File: src/rtl/mem_access_unit_if.sv
`default_nettype none
// +--------------------------------------------------------------------+
// | mem_access_unit_if : data-memory req/ready bus                     |
// | Rev 1.0  initial release                                           |
// +--------------------------------------------------------------------+
interface mem_access_unit_if;
  logic        dmem_req;
  logic        dmem_we;
  logic [31:0] dmem_addr;
  logic [3:0]  dmem_be;
  logic [31:0] dmem_wdata;
  logic        dmem_ready;
  logic [31:0] dmem_rdata;

  modport master (
    output dmem_req, dmem_we, dmem_addr, dmem_be, dmem_wdata,
    input  dmem_ready, dmem_rdata
  );

  modport slave (
    input  dmem_req, dmem_we, dmem_addr, dmem_be, dmem_wdata,
    output dmem_ready, dmem_rdata
  );
endinterface
`default_nettype wire

File: src/rtl/mem_access_unit.sv
`default_nettype none
// +--------------------------------------------------------------------+
// | mem_access_unit : MEM-stage load/store unit with req/ready handshake|
// | Optional misaligned trap: define MEM_MISALIGN_TRAP_EN               |
// | Rev 1.0  initial release                                           |
// +--------------------------------------------------------------------+
module mem_access_unit #(
  parameter int TIMEOUT_CYCLES = 16,
  parameter int CNT_W          = 8
) (
  input  logic                     clk,
  input  logic                     reset,
  input  logic                     ex_mem_memread,
  input  logic                     ex_mem_memwrite,
  input  logic [2:0]               ex_mem_funct3,
  input  logic [31:0]              ex_mem_addr,
  input  logic [31:0]              store_data,
  mem_access_unit_if.master        dmem,
  output logic [31:0]              read_data,
  output logic                     mem_stall,
  output logic                     bus_timeout,
  output logic                     misaligned_exc
);

  typedef enum logic [1:0] {
    S_IDLE = 2'd0,
    S_REQ  = 2'd1,
    S_DONE = 2'd2
  } state_t;

  state_t            state;
  state_t            state_nxt;
  logic [31:0]       addr_q;
  logic [31:0]       wdata_q;
  logic [2:0]        funct3_q;
  logic              we_q;
  logic [CNT_W-1:0]  wait_cnt;

  logic              access;
  logic              timeout_hit;
  logic [1:0]        size_q;
  logic [1:0]        off;
  logic [7:0]        ld_byte;
  logic [15:0]       ld_half;
  logic [31:0]       ld_ext;
  logic [3:0]        be_fmt;
  logic [31:0]       wdata_fmt;

  assign access      = ex_mem_memread | ex_mem_memwrite;
  assign size_q      = funct3_q[1:0];
  assign timeout_hit = (wait_cnt == CNT_W'(TIMEOUT_CYCLES - 1));

`ifdef MEM_MISALIGN_TRAP_EN
  logic misaligned_in;

  always_comb begin
    misaligned_in = 1'b0;
    if (ex_mem_funct3[1:0] == 2'b01 && ex_mem_addr[0])
      misaligned_in = 1'b1;
    else if (ex_mem_funct3[1:0] == 2'b10 && ex_mem_addr[1:0] != 2'b00)
      misaligned_in = 1'b1;
  end
`endif

  // Misaligned halves/words are folded onto their natural boundary.
  always_comb begin
    off = 2'b00;
    case (size_q)
      2'b00:   off = addr_q[1:0];
      2'b01:   off = {addr_q[1], 1'b0};
      default: off = 2'b00;
    endcase
  end

  always_comb begin
    ld_byte = dmem.dmem_rdata[7:0];
    case (off)
      2'd0: ld_byte = dmem.dmem_rdata[7:0];
      2'd1: ld_byte = dmem.dmem_rdata[15:8];
      2'd2: ld_byte = dmem.dmem_rdata[23:16];
      2'd3: ld_byte = dmem.dmem_rdata[31:24];
      default: ld_byte = dmem.dmem_rdata[7:0];
    endcase
    ld_half = off[1] ? dmem.dmem_rdata[31:16] : dmem.dmem_rdata[15:0];
    case (funct3_q)
      3'b000:  ld_ext = {{24{ld_byte[7]}}, ld_byte};
      3'b001:  ld_ext = {{16{ld_half[15]}}, ld_half};
      3'b100:  ld_ext = {24'h0, ld_byte};
      3'b101:  ld_ext = {16'h0, ld_half};
      default: ld_ext = dmem.dmem_rdata;
    endcase
  end

  always_comb begin
    be_fmt    = 4'b1111;
    wdata_fmt = wdata_q;
    case (size_q)
      2'b00: begin
        be_fmt    = 4'b0001 << off;
        wdata_fmt = {4{wdata_q[7:0]}};
      end
      2'b01: begin
        be_fmt    = 4'b0011 << {off[1], 1'b0};
        wdata_fmt = {2{wdata_q[15:0]}};
      end
      default: begin
        be_fmt    = 4'b1111;
        wdata_fmt = wdata_q;
      end
    endcase
  end

  always_comb begin
    state_nxt        = state;
    mem_stall        = 1'b0;
    dmem.dmem_req    = 1'b0;
    dmem.dmem_we     = 1'b0;
    dmem.dmem_addr   = 32'h0;
    dmem.dmem_be     = 4'h0;
    dmem.dmem_wdata  = 32'h0;
    case (state)
      S_IDLE: begin
        if (access) begin
          mem_stall = 1'b1;
`ifdef MEM_MISALIGN_TRAP_EN
          state_nxt = misaligned_in ? S_DONE : S_REQ;
`else
          state_nxt = S_REQ;
`endif
        end
      end
      S_REQ: begin
        mem_stall       = 1'b1;
        dmem.dmem_req   = 1'b1;
        dmem.dmem_we    = we_q;
        dmem.dmem_addr  = {addr_q[31:2], 2'b00};
        dmem.dmem_be    = be_fmt;
        dmem.dmem_wdata = wdata_fmt;
        if (dmem.dmem_ready || timeout_hit)
          state_nxt = S_DONE;
      end
      S_DONE:  state_nxt = S_IDLE;
      default: state_nxt = S_IDLE;
    endcase
  end

  always_ff @(posedge clk) begin
    if (reset) begin
      state       <= S_IDLE;
      wait_cnt    <= '0;
      addr_q      <= 32'h0;
      wdata_q     <= 32'h0;
      funct3_q    <= 3'b000;
      we_q        <= 1'b0;
      read_data   <= 32'h0;
      bus_timeout <= 1'b0;
    end else begin
      state       <= state_nxt;
      bus_timeout <= 1'b0;
      case (state)
        S_IDLE: begin
          wait_cnt <= '0;
          if (access) begin
            addr_q   <= ex_mem_addr;
            funct3_q <= ex_mem_funct3;
            wdata_q  <= store_data;
            we_q     <= ex_mem_memwrite;
          end
        end
        S_REQ: begin
          if (dmem.dmem_ready) begin
            wait_cnt <= '0;
            if (!we_q)
              read_data <= ld_ext;
          end else if (timeout_hit) begin
            wait_cnt    <= '0;
            bus_timeout <= 1'b1;
            if (!we_q)
              read_data <= 32'h0;
          end else begin
            wait_cnt <= wait_cnt + CNT_W'(1);
          end
        end
        default: wait_cnt <= '0;
      endcase
    end
  end

`ifdef MEM_MISALIGN_TRAP_EN
  always_ff @(posedge clk) begin
    if (reset)
      misaligned_exc <= 1'b0;
    else
      misaligned_exc <= (state == S_IDLE) && access && misaligned_in;
  end
`else
  assign misaligned_exc = 1'b0;
`endif

endmodule
`default_nettype wire

File: src/flat_wrapper.sv
// flat-port wrapper written by rule: the top's interface ports become plain ports
module mem_access_unit_flat 
#(
  parameter int TIMEOUT_CYCLES = 16,
  parameter int CNT_W          = 8
)
  (clk, reset, ex_mem_memread, ex_mem_memwrite, ex_mem_funct3, ex_mem_addr, store_data, read_data, mem_stall, bus_timeout, misaligned_exc, dmem_dmem_req, dmem_dmem_we, dmem_dmem_addr, dmem_dmem_be, dmem_dmem_wdata, dmem_dmem_ready, dmem_dmem_rdata);
  mem_access_unit_if dmem_i ();
  input  logic clk;
  input  logic reset;
  input  logic ex_mem_memread;
  input  logic ex_mem_memwrite;
  input  logic [2:0] ex_mem_funct3;
  input  logic [31:0] ex_mem_addr;
  input  logic [31:0] store_data;
  output logic [31:0] read_data;
  output logic mem_stall;
  output logic bus_timeout;
  output logic misaligned_exc;
  output wire logic [$bits(dmem_i.dmem_req)-1:0] dmem_dmem_req;
  output wire logic [$bits(dmem_i.dmem_we)-1:0] dmem_dmem_we;
  output wire logic [$bits(dmem_i.dmem_addr)-1:0] dmem_dmem_addr;
  output wire logic [$bits(dmem_i.dmem_be)-1:0] dmem_dmem_be;
  output wire logic [$bits(dmem_i.dmem_wdata)-1:0] dmem_dmem_wdata;
  input wire logic [$bits(dmem_i.dmem_ready)-1:0] dmem_dmem_ready;
  input wire logic [$bits(dmem_i.dmem_rdata)-1:0] dmem_dmem_rdata;
  assign dmem_dmem_req = dmem_i.dmem_req;
  assign dmem_dmem_we = dmem_i.dmem_we;
  assign dmem_dmem_addr = dmem_i.dmem_addr;
  assign dmem_dmem_be = dmem_i.dmem_be;
  assign dmem_dmem_wdata = dmem_i.dmem_wdata;
  assign dmem_i.dmem_ready = dmem_dmem_ready;
  assign dmem_i.dmem_rdata = dmem_dmem_rdata;
  mem_access_unit #(.TIMEOUT_CYCLES(TIMEOUT_CYCLES), .CNT_W(CNT_W)) u_core (.clk(clk), .reset(reset), .ex_mem_memread(ex_mem_memread), .ex_mem_memwrite(ex_mem_memwrite), .ex_mem_funct3(ex_mem_funct3), .ex_mem_addr(ex_mem_addr), .store_data(store_data), .dmem(dmem_i), .read_data(read_data), .mem_stall(mem_stall), .bus_timeout(bus_timeout), .misaligned_exc(misaligned_exc));
endmodule
File: config.mk
export PLATFORM = sky130hd
export DESIGN_NAME = mem_access_unit_flat
export DESIGN_NICKNAME = d
export VERILOG_FILES = /design/src/rtl/mem_access_unit_if.sv /design/src/rtl/mem_access_unit.sv /design/src/flat_wrapper.sv
export SDC_FILE = /design/constraint.sdc
export NUM_CORES = 1
export LEC_CHECK = 0
export BUFFER_PORTS_ARGS = -buffer_cell sky130_fd_sc_hd__buf_4
export CORE_MARGIN = 3
export CORE_UTILIZATION = 44
export CTS_BUF_LIST = sky130_fd_sc_hd__clkbuf_16
export CTS_CLUSTER_DIAMETER = 150
export DETAILED_ROUTE_END_ITERATION = 10
export GPL_TIMING_DRIVEN = 0
export PLACE_DENSITY = 0.78
export SYNTH_ARGS = -nofsm -noshare
export SYNTH_HDL_FRONTEND = slang
export SYNTH_SLANG_ARGS = --single-unit
File: constraint.sdc
create_clock -name clk -period 1.6 [get_ports clk]
set_input_delay 0.16 -clock clk [delete_from_list [all_inputs] [get_ports clk]]
set_output_delay 0.16 -clock clk [all_outputs]
set_load 0.03 [all_outputs]
; Word level (Yosys, flattened, before mapping)
; Index checks and enable logic that the tools add are counted.
[op_classes]
add_sub_neg = 1
shift = 2
eq_ne = 11
bitwise = 3
muxes = 21
n_reduce_logical = 11
[op_table]
columns = op, n
row1 = 2-to-1 mux 32 bit, 6
row2 = case mux 32 bit (4 select lines), 1
row3 = case mux 32 bit (2 select lines), 1
row4 = case mux 8 bit (4 select lines), 1
row5 = 2-to-1 mux 16 bit, 1
row6 = "adder 8 x 1 -> 8 bit, second input constant", 1
row7 = "equality test 8 x 4 -> 1 bit, second input constant", 1
row8 = case mux 2 bit (2 select lines), 2
row9 = case mux 4 bit (2 select lines), 1
row10 = "equality test 2 x 1 -> 1 bit, second input constant", 3
row11 = "equality test 3 bit, second input constant", 2
row12 = zero test 2 bit, 3
row13 = "equality test 2 bit, second input constant", 2
row14 = 2-to-1 mux 1 bit, 4
row15 = 2-to-1 mux 2 bit, 2
row16 = 2-to-1 mux 4 bit, 1
row17 = "!= test 2 x 1 -> 1 bit, second input constant", 2
row18 = AND reduction 2 bit, 2
row19 = OR reduction 4 bit, 1
row20 = "left shift 1 x 2 -> 4 bit, first input constant", 1
row21 = "left shift 2 x 2 -> 4 bit, first input constant", 1
row22 = "equality test 3 x 1 -> 1 bit, second input constant", 1
row23 = zero test 3 bit, 1
row24 = AND reduction 3 bit, 1
row25 = 6 further kinds, 7
[totals]
word_cells = 57
ff_bits = 111
output_inout_bits = 105
in_bits = 104

; Depth between registers and ports, before layout
[depth]
depth_word = 7
depth_mapped = 7
mapped_depth_nobuf = 5

; Worst setup path before layout
; Ideal clock, no wire load.
[synth_timing]
path_kind = register -> output
start = reg u_core.funct3_q[1]
end = out dmem_dmem_wdata[23]
path_buffers = 3
arrival_time_ps = 1571
path_stages_with_launch = 6
setup_slack_ps = -131
required_ps = 1440
cell_sequence = dfxtp_1 -> buf_2 -> buf_1 -> clkbuf_1 -> mux2i_1 -> nor2_1
[synth_via]
elab_chain_len = 3
elab_cells_between_ends = 4
cone_classes = eq/ne: 1 / mux: 2 / reduce/logical: 1
[synth_rtl]
columns = item, line_no
row1 = from (decl), mem_access_unit.sv:35  ; logic [2:0] funct3_q;
row2 = from (signal assigned), mem_access_unit.sv:165  ; funct3_q <= ex_mem_funct3;
row3 = equality test 2 x 1 -> 1 bit / zero test 2 bit (equally long branches), mem_access_unit.sv:97  ; case (size_q)
row4 = case mux 32 bit (2 select lines) *, mem_access_unit.sv:97
row5 = 2-to-1 mux 32 bit *, mem_access_unit.sv:121  ; case (state)
row6 = to (decl), flat_wrapper.sv:24  ; output wire logic [$bits(dmem_i.dmem_wdata)-1:0] dmem_dmem_wdata;
; Every way passes the cells marked *; elsewhere a longest branch is shown, timed or not.

; Worst setup path in the final report
[layout_timing]
start = reg u_core.funct3_q[0]
end = out dmem_dmem_wdata[27]
; Same word-level chain as after synthesis.

==> results by group <==
Worst setup path
  • Crit path DAT: around 1.6 ns
  • R2r worst-path depth: 6
  • Critical Path Fanout Max: 8
  • Worst R2R Start: u_core.addr_q[1]
  • CP Launch Type: flop
  • Crit path capture type: output port
  • Crit path kind: reg2out
  • RR Endpoint: u_core.read_data[26]
  • FF-to-FF setup slack: -0.19 ns
  • Worst Path Required: about 1.4 ns

Placement
  • DP Cell Count: 999
  • Pre-CTS WS: -0.496 ns
  • GPL Wtd Cong: approximately 0.84
  • DP Wirelength: 12.7 mm
  • # port buffers: 205

Global routing
  • Vias in the first global route: 5331
  • First-pass GRT wire length: approximately 28 mm
  • Gr busiest metal: met2
  • Met3 GRT Util: 0.0941
  • GR Overflow Total: 0
  • Gr usage total: 0.267
  • Initial antenna violation count: 0
  • M2 GR Usage: 0.453
  • GR Util met1: 0.316
  • Largest net degree at the start of global routing: 19

Status
  • Status: finished with violations
  • Failing checks: negative setup slack

Routing
  • WL/cell: roughly 18 um
  • WL final: around 19 mm
  • DR vias/cell: around 5.4
  • Post-detailed-route count of antenna-violating nets: 0
  • Via count: 5638
  • Drc violations: 0
  • Drt first-iter violations: 371
  • Initial DRT Pass Iterations: 5

Logic synthesis
  • Flops & latches, synth: approximately 110
  • Mapped Area: a little over 0.005 mm2
  • Avg Cell Area, Syn: around 8.0 um2
  • Post-synth EDFFs: 0
  • Yosys Warn Count: 0
  • Seq/Total Area, Yosys: 0.429
  • Asr flop ratio synth: 0
  • Cells after Synth: about 650
  • Synth cell types: 46
  • Ys flop type: dfxtp_1

Pwr
  • Pwr per Cell Area: between 900 and 1000 mW/mm2
  • Switching power share of the total: 0.334
  • Clock power share: 0.286
  • Worst IR drop on VDD: approximately 970 uV
  • Pint: 5.35 mW
  • Comb power frac: 0.317
  • Net Sw Power: 2.68 mW
  • Sequential share of power: 0.397
  • Leakage: 3.51 nW

Floorplanning
  • Die outline area: around 0.013 mm2
  • CORE AREA: between 0.01 and 0.015 mm2
  • Die Wd: about 110 um
  • Die Y: 115 um
  • Starting Density: 0.452
  • Io pins: between 200 and 250
  • Row count: 39

STA
  • Setup violators final: 50
  • Hold Fails Final Rpt: 0
  • Least-Margin Pin Slew: roughly 0.70 ns
  • Period utilization: 1.13
  • Fmax: approximately 0.56 GHz
  • Final Slew Violations: 0
  • Worst slew margin: 0.536
  • Setup ws final: -0.201 ns
  • RSZ-0062 raised after global routing: yes
  • Worst Skew: 0.00529 ns
  • Post-layout minimum cycle time: 1.80 ns
  • Worst Hold Margin: between 0.04 and 0.05 ns

CTS
  • Root Driver: clkbuf_16
  • Clock Latency Late Sink: between 0.3 and 0.4 ns
  • CTS sink cnt: 111
  • Max Root-Sink Buffers: 2
  • Worst-path clk slew: approximately 0.070 ns
  • CTS tree: yes
  • Num CTS Buffers: 9
  • H-tree Lvls: 3

Final layout
  • Layout cell share with drive strength beyond 1: 0.432
  • Commonest non-fill, non-tap cell in the layout: buf_4
  • Non-Filler Instances: ~1000
  • Fill count: slightly below 900
  • Most frequent cells in the layout: buf_4 (183), nand2_1 (152), dfxtp_1 (105), a21oi_1 (69), buf_6 (60)
  • ANT cells: 0
  • Layout Nets: 1000
  • Area delta synth->final: 61.2%

Worst hold path
  • Hold crit path type: in2reg
  • Worst Hold Launch: ex_mem_funct3[1]
  • Hold path endpoint: u_core.funct3_q[1]
  • Hold depth: 3

Job
  • Max-Cap Viols: 0
==> worst max path at each step <==
stage,startpoint,depth (start not counted),end
floorplan,u_core.addr_q[1],6,u_core.read_data[27]
global placement,u_core.state[1],5,dmem_dmem_wdata[15]
detailed placement,u_core.funct3_q[0],7,dmem_dmem_wdata[25]
CTS,u_core.funct3_q[0],7,dmem_dmem_wdata[25]
global route,u_core.funct3_q[0],7,dmem_dmem_wdata[25]
finish,u_core.funct3_q[0],7,dmem_dmem_wdata[27]
==> cells by family (layout without fill, tap and decap cells) <==
group / count (synthesis) / count (layout) / synth area share
buffers and inverters: 61 / 309 / 0.0519
multiplexers: 26 / 26 / 0.0514
XOR/XNOR: 6 / 6 / 0.0101
other: 1 / 3 / 0.000724
flip-flops: 111 / 111 / 0.429
AO/OA/AOI/OAI: 165 / 165 / 0.215
adder cells (fa/ha/maj): 1 / 1 / 0.00241
AND/OR/NAND/NOR: 278 / 279 / 0.239
==> Yosys cell counts, types with 2 or more instances <==
master       n  area (um2)
nand2_1    159         597
dfxtp_1    111        2220
a21oi_1     87         435
nor2_1      47         176
and2_1      40         250
clkbuf_1    40         150
mux2i_1     24         240
o21ai_0     23         115
o2bb2ai_1   13         114
o2bb2ai_2   10         150
a221o_1      8        80.1
o21a_1       8        60.1
inv_1        7        26.3
nand2b_1     6        37.5
nand3_1      6        30.0
nor4b_1      6        52.6
buf_1        5        18.8
buf_2        4        20.0
o211ai_1     4        30.0
xor2_1       4        35.0
buf_4        3        22.5
nor4_1       3        18.8
a221oi_1     2        17.5
a22o_1       2        17.5
and3_1       2        12.5
nor3_1       2        10.0
o22ai_1      2        12.5
or2b_1       2        15.0
xnor2_1      2        17.5
==> repair_timing <==
item                       CTS  global route
gates resized for setup    142           107
hold buffers                 1             0
setup buffers               20             9
gates cloned                 1             3
setup endpoints to repair  131           150
pin swaps                   10            26
hold endpoints to repair     1             0
==> sequential cells by signal, indices dropped and copies added, names as in the netlist <==
register,flops
u_core.addr_q,32
u_core.bus_timeout,1
u_core.funct3_q,3
u_core.read_data,32
u_core.state,2
u_core.wait_cnt,8
u_core.wdata_q,32
u_core.we_q,1
==> through the flow <==
step | power, mW | utilization | area, um2 | TNS [ns]
after detailed placement | 5.22 | 0.608 | 6970 | -23.44
after floorplan | 4.44 | - | 5250 | -1.80
after global routing | 8.37 | 0.728 | 8350 | -9.19
after global placement | 5.20 | 0.608 | 6970 | -22.35
final | 8.03 | 0.728 | 8350 | -6.28
after CTS | 7.85 | 0.693 | 7950 | -6.17
==> worst max-delay path, cell delays in order, from the launching register on <==
cell	delay, ns
dfxtp_4	0.36
clkbuf_16	0.16
buf_12	0.15
mux2i_4	0.18
nor2_1	0.12
a21oi_2	0.05
nor2_2	0.11
buf_6	0.15
==> power by group through the flow <==
stage	sequential, mW	combinational (mW)	clock (mW)
2_1_floorplan	3.29	1.15	0
3_3_place_gp	3.20	2.00	0
3_5_place_dp	3.20	2.02	0
4_1_cts	3.16	2.37	2.32
5_1_grt	3.21	2.72	2.43
6_report	3.19	2.55	2.29
==> metal layers <==
layer  routed length [um]  share of wire  vias up
met5                    0              0        -
met4                  433          0.023        0
met3                 1960           0.11       37
met2                 9020           0.49      261
met1                 7160           0.39     2647
li1                     -              -     2693
==> final cells by class <==
type,count,area [um2],share of cell area
Multi-Input combinational cell,480,3130,0.375
Sequential cell,111,2230,0.268
Timing Repair Buffer,237,2020,0.242
Buffer,49,458,0.0548
Clock buffer,9,225,0.0270
Tap cell,143,179,0.0214
Clock inverter,7,71.3,0.00854
Inverter,7,33.8,0.00404
No activity file was read; power rests on OpenSTA's default activity.
